## src/rtl/trace_filter_ctrl_if.sv

```systemverilog
// trace_filter_ctrl_if: config write bus, retired-instruction stream and filter control outputs
interface trace_filter_ctrl_if #(
  parameter int PC_WIDTH            = 64,
  parameter int ITEM_COUNT_WIDTH    = 32,
  parameter int RESYNC_PERIOD_WIDTH = 16,
  parameter int CFG_DATA_WIDTH      = 64
);
  logic                           cfg_wr_valid;
  logic                           cfg_wr_ready;
  logic [2:0]                     cfg_wr_addr;
  logic [CFG_DATA_WIDTH-1:0]      cfg_wr_data;
  logic                           pc_valid;
  logic [PC_WIDTH-1:0]            pc;
  logic                           drop_instr;
  logic                           trace_gate;
  logic [4:0]                     send_after_mask;
  logic                           resync_enable;
  logic [RESYNC_PERIOD_WIDTH-1:0] resync_period;
  logic [ITEM_COUNT_WIDTH-1:0]    item_count;
  logic [1:0]                     ctrl_state;

  modport master (
    output cfg_wr_valid, cfg_wr_addr, cfg_wr_data, pc_valid, pc, drop_instr,
    input  cfg_wr_ready, trace_gate, send_after_mask, resync_enable, resync_period,
           item_count, ctrl_state
  );

  modport slave (
    input  cfg_wr_valid, cfg_wr_addr, cfg_wr_data, pc_valid, pc, drop_instr,
    output cfg_wr_ready, trace_gate, send_after_mask, resync_enable, resync_period,
           item_count, ctrl_state
  );
endinterface

```

## src/rtl/trace_filter_ctrl.sv

```systemverilog
// trace_filter_ctrl: shadow/active config with safe-boundary commit and IDLE/ARMED/ACTIVE/STOPPED run control
// Optional: define TRACE_CTRL_STOP_IRQ_EN to add a registered one-cycle stop_irq pulse on entry to STOPPED.
module trace_filter_ctrl #(
  parameter int PC_WIDTH            = 64,
  parameter int ITEM_COUNT_WIDTH    = 32,
  parameter int RESYNC_PERIOD_WIDTH = 16,
  parameter int CFG_DATA_WIDTH      = 64
) (
  input  logic                clk,
  input  logic                rst_n,
  trace_filter_ctrl_if.slave  bus
`ifdef TRACE_CTRL_STOP_IRQ_EN
  ,
  output logic                stop_irq
`endif
);
  typedef enum logic [1:0] {IDLE = 2'd0, ARMED = 2'd1, ACTIVE = 2'd2, STOPPED = 2'd3} state_t;

  state_t                         state_q, state_d;
  logic [8:0]                     ctrl_sh_q, ctrl_q;
  logic [PC_WIDTH-1:0]            start_sh_q, start_q, stop_sh_q, stop_q;
  logic [ITEM_COUNT_WIDTH-1:0]    limit_sh_q, limit_q, count_q, count_d, count_inc;
  logic [RESYNC_PERIOD_WIDTH-1:0] resync_sh_q, resync_q;
  logic                           commit_pending_q;
  logic                           wr_fire, commit_now, gate, kept, stop_hit;

  // no writes are accepted while a commit is waiting, so shadow is stable until it lands
  assign wr_fire    = bus.cfg_wr_valid && !commit_pending_q;
  // a commit must not split an instruction stream that is actively being traced
  assign commit_now = commit_pending_q && (!bus.pc_valid || state_q != ACTIVE);

  // shadow config registers, written by software
  always_ff @(posedge clk or negedge rst_n) begin
    if (!rst_n) begin
      ctrl_sh_q   <= '0;
      start_sh_q  <= '0;
      stop_sh_q   <= '0;
      limit_sh_q  <= '0;
      resync_sh_q <= '0;
    end else if (wr_fire) begin
      case (bus.cfg_wr_addr)
        3'd0:    ctrl_sh_q   <= bus.cfg_wr_data[8:0];
        3'd1:    start_sh_q  <= bus.cfg_wr_data[PC_WIDTH-1:0];
        3'd2:    stop_sh_q   <= bus.cfg_wr_data[PC_WIDTH-1:0];
        3'd3:    limit_sh_q  <= bus.cfg_wr_data[ITEM_COUNT_WIDTH-1:0];
        3'd4:    resync_sh_q <= bus.cfg_wr_data[RESYNC_PERIOD_WIDTH-1:0];
        default: ;
      endcase
    end
  end

  // commit request flag, set by a COMMIT write and cleared when the commit applies
  always_ff @(posedge clk or negedge rst_n) begin
    if (!rst_n) commit_pending_q <= 1'b0;
    else if (commit_now) commit_pending_q <= 1'b0;
    else if (wr_fire && bus.cfg_wr_addr == 3'd7) commit_pending_q <= 1'b1;
  end

  // active config, copied from shadow only in the commit cycle
  always_ff @(posedge clk or negedge rst_n) begin
    if (!rst_n) begin
      ctrl_q   <= '0;
      start_q  <= '0;
      stop_q   <= '0;
      limit_q  <= '0;
      resync_q <= '0;
    end else if (commit_now) begin
      ctrl_q   <= ctrl_sh_q;
      start_q  <= start_sh_q;
      stop_q   <= stop_sh_q;
      limit_q  <= limit_sh_q;
      resync_q <= resync_sh_q;
    end
  end

  // gate, kept-item and stop decisions for the current instruction
  always_comb begin
    gate      = state_q == ACTIVE || (state_q == ARMED && bus.pc_valid && bus.pc == start_q);
    kept      = bus.pc_valid && gate && !bus.drop_instr;
    count_inc = (kept && !(&count_q)) ? count_q + ITEM_COUNT_WIDTH'(1) : count_q;
    stop_hit  = (ctrl_q[2] && bus.pc_valid && gate && bus.pc == stop_q) ||
                (kept && limit_q != '0 && count_inc == limit_q);
  end

  // run-control next state and kept-item counter
  always_comb begin
    state_d = state_q;
    count_d = count_inc;
    if (commit_now) begin
      state_d = ctrl_sh_q[0] ? (ctrl_sh_q[1] ? ARMED : ACTIVE) : IDLE;
      count_d = ctrl_sh_q[0] ? '0 : count_q;
    end else if (gate) begin
      state_d = stop_hit ? STOPPED : ACTIVE;
    end
  end

  // state and counter registers
  always_ff @(posedge clk or negedge rst_n) begin
    if (!rst_n) begin
      state_q <= IDLE;
      count_q <= '0;
    end else begin
      state_q <= state_d;
      count_q <= count_d;
    end
  end

`ifdef TRACE_CTRL_STOP_IRQ_EN
  logic was_stopped_q, stop_irq_q;

  // pulse one cycle after the state register first shows STOPPED
  always_ff @(posedge clk or negedge rst_n) begin
    if (!rst_n) begin
      was_stopped_q <= 1'b0;
      stop_irq_q    <= 1'b0;
    end else begin
      was_stopped_q <= state_q == STOPPED;
      stop_irq_q    <= state_q == STOPPED && !was_stopped_q;
    end
  end

  assign stop_irq = stop_irq_q;
`endif

  assign bus.cfg_wr_ready    = !commit_pending_q;
  assign bus.trace_gate      = gate;
  assign bus.send_after_mask = ctrl_q[7:3];
  assign bus.resync_enable   = ctrl_q[8];
  assign bus.resync_period   = resync_q;
  assign bus.item_count      = count_q;
  assign bus.ctrl_state      = state_q;
endmodule

```

## src/flat_wrapper.sv

```systemverilog
// flat-port wrapper written by rule: the top's interface ports become plain ports
module trace_filter_ctrl_flat 
#(
  parameter int PC_WIDTH            = 64,
  parameter int ITEM_COUNT_WIDTH    = 32,
  parameter int RESYNC_PERIOD_WIDTH = 16,
  parameter int CFG_DATA_WIDTH      = 64
)
  (clk, rst_n, bus_cfg_wr_valid, bus_cfg_wr_addr, bus_cfg_wr_data, bus_pc_valid, bus_pc, bus_drop_instr, bus_cfg_wr_ready, bus_trace_gate, bus_send_after_mask, bus_resync_enable, bus_resync_period, bus_item_count, bus_ctrl_state);
  trace_filter_ctrl_if #(.PC_WIDTH(PC_WIDTH), .ITEM_COUNT_WIDTH(ITEM_COUNT_WIDTH), .RESYNC_PERIOD_WIDTH(RESYNC_PERIOD_WIDTH), .CFG_DATA_WIDTH(CFG_DATA_WIDTH)) bus_i ();
  input  logic clk;
  input  logic rst_n;
  input wire logic [$bits(bus_i.cfg_wr_valid)-1:0] bus_cfg_wr_valid;
  input wire logic [$bits(bus_i.cfg_wr_addr)-1:0] bus_cfg_wr_addr;
  input wire logic [$bits(bus_i.cfg_wr_data)-1:0] bus_cfg_wr_data;
  input wire logic [$bits(bus_i.pc_valid)-1:0] bus_pc_valid;
  input wire logic [$bits(bus_i.pc)-1:0] bus_pc;
  input wire logic [$bits(bus_i.drop_instr)-1:0] bus_drop_instr;
  output wire logic [$bits(bus_i.cfg_wr_ready)-1:0] bus_cfg_wr_ready;
  output wire logic [$bits(bus_i.trace_gate)-1:0] bus_trace_gate;
  output wire logic [$bits(bus_i.send_after_mask)-1:0] bus_send_after_mask;
  output wire logic [$bits(bus_i.resync_enable)-1:0] bus_resync_enable;
  output wire logic [$bits(bus_i.resync_period)-1:0] bus_resync_period;
  output wire logic [$bits(bus_i.item_count)-1:0] bus_item_count;
  output wire logic [$bits(bus_i.ctrl_state)-1:0] bus_ctrl_state;
  assign bus_i.cfg_wr_valid = bus_cfg_wr_valid;
  assign bus_i.cfg_wr_addr = bus_cfg_wr_addr;
  assign bus_i.cfg_wr_data = bus_cfg_wr_data;
  assign bus_i.pc_valid = bus_pc_valid;
  assign bus_i.pc = bus_pc;
  assign bus_i.drop_instr = bus_drop_instr;
  assign bus_cfg_wr_ready = bus_i.cfg_wr_ready;
  assign bus_trace_gate = bus_i.trace_gate;
  assign bus_send_after_mask = bus_i.send_after_mask;
  assign bus_resync_enable = bus_i.resync_enable;
  assign bus_resync_period = bus_i.resync_period;
  assign bus_item_count = bus_i.item_count;
  assign bus_ctrl_state = bus_i.ctrl_state;
  trace_filter_ctrl #(.PC_WIDTH(PC_WIDTH), .ITEM_COUNT_WIDTH(ITEM_COUNT_WIDTH), .RESYNC_PERIOD_WIDTH(RESYNC_PERIOD_WIDTH), .CFG_DATA_WIDTH(CFG_DATA_WIDTH)) u_core (.clk(clk), .rst_n(rst_n), .bus(bus_i));
endmodule
```

## config.mk

```make
export PLATFORM = sky130hd
export DESIGN_NAME = trace_filter_ctrl_flat
export DESIGN_NICKNAME = d
export VERILOG_FILES = /design/src/rtl/trace_filter_ctrl_if.sv /design/src/rtl/trace_filter_ctrl.sv /design/src/flat_wrapper.sv
export SDC_FILE = /design/constraint.sdc
export NUM_CORES = 1
export LEC_CHECK = 0
export BUFFER_PORTS_ARGS = -buffer_cell sky130_fd_sc_hd__buf_2
export CAP_MARGIN = 40
export CORE_ASPECT_RATIO = 1.25
export CORE_MARGIN = 4
export CORE_UTILIZATION = 55
export CTS_BUF_LIST = sky130_fd_sc_hd__clkbuf_8
export CTS_CLUSTER_DIAMETER = 150
export CTS_CLUSTER_SIZE = 16
export DETAILED_ROUTE_END_ITERATION = 6
export PLACE_DENSITY = 0.72
export RECOVER_POWER = 50
export SLEW_MARGIN = 20
export SYNTH_ARGS = -nofsm -noshare
export SYNTH_HDL_FRONTEND = slang
export SYNTH_SLANG_ARGS = --single-unit
```

## constraint.sdc

```tcl
create_clock -name clk -period 4.7 [get_ports clk]
set_input_delay 0.235 -clock clk [delete_from_list [all_inputs] [get_ports clk]]
set_output_delay 0.235 -clock clk [all_outputs]
set_load 0.01 [all_outputs]
```

==> summary.txt <==
Final layout
  • Final net count: 2121
  • Layout Cells excl Fill: 2408
  • Layout cells sized above 1: 19.8%
  • Area delta synth->final: 13.3%
  • Final core utilization: 63.1%

Outcome
  • Outcome: finished with violations
  • Violated checks: capacitance limit, slew limit

Global routing
  • GRT overflow: 0
  • Initial antenna violation count: 14
  • Largest net degree at the start of global routing: 244
  • First-pass GRT wire length: 79900 µm
  • Vias in the first global route: 13900
  • GRT Total Usage: 28.6%

Drt
  • DR WL/cell: 21.5 µm
  • Via count: 13800
  • 1st-iter DRT viols: 1234
  • DRT Pass-1 Iters: 5
  • DR vias/cell: 5.72
  • DRT Wirelength: 51900 µm
  • DRC viols: 0
  • DRT antenna net count: 0

Timing
  • RSZ-0062 raised after global routing: no
  • Final TNS setup: 0 ns
  • Fin crit period: 3.86 ns
  • Slew Viols, Final: 113
  • Max Clk Rate: 259 MHz
  • Max Clock Skew: 0.0464 ns
  • Fin crit share: 82.1%
  • Setup violations, final: 0
  • Worst slew pin tran: 2.99 ns
  • Max-slew headroom: -99.3%
  • Final Hold Vio Count: 0

Clock tree
  • Clock root cell: clkbuf_8
  • H-tree depth: 1
  • Post-CTS setup buffer count: 0
  • Post-CTS sizing: 0
  • Hold bufs inserted after CTS: 68
  • Clock latency at the later pin of the worst-skew pair: 0.64 ns
  • Clock transition time at the flip-flop clock pins of the worst setup and hold paths: 0.12 ns
  • CTS tree: yes
  • CTS sink count: 403
  • CTS Buf Count: 29
  • Clk buf depth: 3

Worst hold path
  • Hold Crit Start: bus_drop_instr
  • Cells on Worst Hold Path: 6
  • Hold Path Sink: u_core.bus.item_count[28]
  • Worst min-delay path class: in -> reg

Floorplan
  • Core Rows: 74
  • Die area: 36200 µm²
  • Boundary Pins: 194
  • Die Y: 212 µm
  • Placeable core area: 32800 µm²
  • Initial Util: 55.7%
  • Die width: 171 µm

Synth
  • Count leader, synth: nand2_1
  • Post-synth top area cell: dfrtp_1
  • Top cell type's share of synthesized area: 55.2%
  • Post-Synthesis Cells: 1759
  • Post-synth EDFFs: 0
  • Syn_area_per_cell: 10.4 µm²
  • Post-synth ARST share: 100%
  • Dominant synthesized flop cell: dfrtp_1
  • Cell variety after synth: 64
  • Top post-synthesis cells by area: dfrtp_1, nand2_1, mux2_2
  • Cell area after synthesis: 18300 µm²
  • Seq/Total Area, Yosys: 55.2%
  • Synth cell count leaders: nand2_1, dfrtp_1, mux2_2
  • Yosys reg bits: 403
  • Ys Warns: 0
  • Syn nets: 1896

Place
  • PortBufs: 193
  • Final HPWL DP: 36500 µm
  • GP Congestion: 0.958
  • Post-Place Cells: 2302

Setup path
  • Crit Path Category: reg -> reg
  • Setup crit start kind: register
  • Worst r2r src: u_core.bus.item_count[0]
  • Cells along the critical path: ha_1, nand2_1, nor4_4, and3_1, and2_1, nor2_1, buf_4, a211oi_1, o211ai_1, a2111o_1, o31ai_2
  • Reg2Reg Setup Slack: 0.84 ns
  • Critical path's slowest cell: nor4_4
  • R2R Path End: u_core.bus.ctrl_state[0]
  • CP required: 5.26 ns
  • Worst R2R Path Depth: 11
  • Worst-path fanout max: 12
  • Max incr delay on CP: 0.53 ns
  • Crit path DAT: 4.42 ns
  • Setup crit end kind: register

Pwr
  • PD cells: 538 nW/µm²
  • Peak VDD IR: 0.447 mV
  • Leak: 9.84 nW

Run
  • MaxCap Viol Count: 1
critical path, delay by kind of cell, from the launching register on:
kind	cells	cell delay (ns)
compound gates	4	0.97
fa+ha+maj	1	0.32
buf+inv	1	0.24
flops	1	0.49
simple gates	5	1.76
final cells by class:
type,count,area [µm²]
antenna,6,15.0
clock buffer,29,399
clock inverter,2,23.8
fill,2776,12100
inverter,27,101
multi-input combinational,1244,7750
sequential,403,10100
tap,418,523
timing repair buffer,279,1790
kinds of logic after synthesis:
family                     after synthesis  synth area share, %
AOI/OAI and AO/OA                      159                 5.63
xor gates and xnor gates               145                 6.95
adders and majority gates                1               0.0685
buffers and inverters                  112                 2.49
DFF                                    403                 55.2
muxes                                  190                 11.8
and+or+nand+nor                        749                 17.9
worst max-delay path by stage:
stage	from	endpoint
final	u_core.bus.item_count[0]	u_core.bus.ctrl_state[0]
after global routing	rst_n	u_core.start_sh_q[3]
after detailed placement	u_core.bus.item_count[0]	u_core.bus.ctrl_state[0]
after CTS	u_core.bus.item_count[0]	u_core.bus.ctrl_state[0]
after global placement	u_core.bus.item_count[0]	u_core.bus.ctrl_state[0]
after floorplan	u_core.bus.item_count[0]	u_core.bus.ctrl_state[0]
power breakdown:
group          internal [W]  leakage, nW  switching (W)  total (W)
logic               0.00157         4.61        0.00208    0.00365
clock network      0.000562        0.216        0.00110    0.00166
registers           0.00486         5.02       0.000948    0.00581
registers in the layout, indices dropped and copies added (netlist names), 7 cells and up:
register,cells
u_core.ctrl_sh_q,9
u_core.limit_q,32
u_core.start_sh_q,64
u_core.stop_sh_q,64
u_core.bus.item_count,32
u_core.ctrl_q,7
u_core.start_q,64
u_core.stop_q,64
u_core.limit_sh_q,32
u_core.resync_sh_q,16
u_core.bus.resync_period,16
per-layer routing:
layer / share of wire, % / track usage [%] / vias up
met5: 0.20 / 0 / -
met4: 4.6 / 11.5 / 16
met3: 6.4 / 5.70 / 126
met2: 49 / 47.1 / 458
met1: 40 / 37.3 / 6828
li1: - / - / 6356
placed cells by master, fill, tap and decap left out, types with 4 or more instances in the layout:
master | netlist | routed
xnor2_1 | 47 | 47
a31oi_1 | 7 | 7
dfrtp_1 | 403 | 403
o21ai_0 | 53 | 53
o41ai_1 | 7 | 7
o31ai_1 | 16 | 16
inv_1 | 27 | 27
nor3_1 | 14 | 14
buf_4 | 6 | 9
o22ai_1 | 11 | 11
nor2_1 | 27 | 26
buf_2 | 3 | 136
nand3b_1 | 4 | 4
diode_2 | 0 | 6
nand2b_1 | 4 | 4
nand3_1 | 23 | 23
a22o_1 | 5 | 5
nand2_1 | 565 | 564
xor2_1 | 98 | 98
nor4_1 | 40 | 40
clkbuf_1 | 72 | 57
nor2b_1 | 5 | 5
dlygate4sd3_1 | 0 | 68
clkbuf_8 | 0 | 29
and4_1 | 7 | 7
mux2_2 | 188 | 188
a21oi_1 | 29 | 28
and3_1 | 10 | 10
a211oi_1 | 5 | 5
and2_1 | 7 | 7
nand4_1 | 28 | 28
metrics by stage:
stage	setup slack, ns	total power, W	hold slack, ns	instance area (µm²)
final	0.840	0.0111	0.190	20700
after global placement	0.929	0.00932	0.370	19600
after floorplan	1.90	0.00815	-0.0606	18300
after CTS	0.893	0.0112	0.156	20700
after detailed placement	0.928	0.00949	0.389	19600
after global routing	0.399	0.0119	0.179	20700
Note: power is estimated with default switching activity, not from simulation.
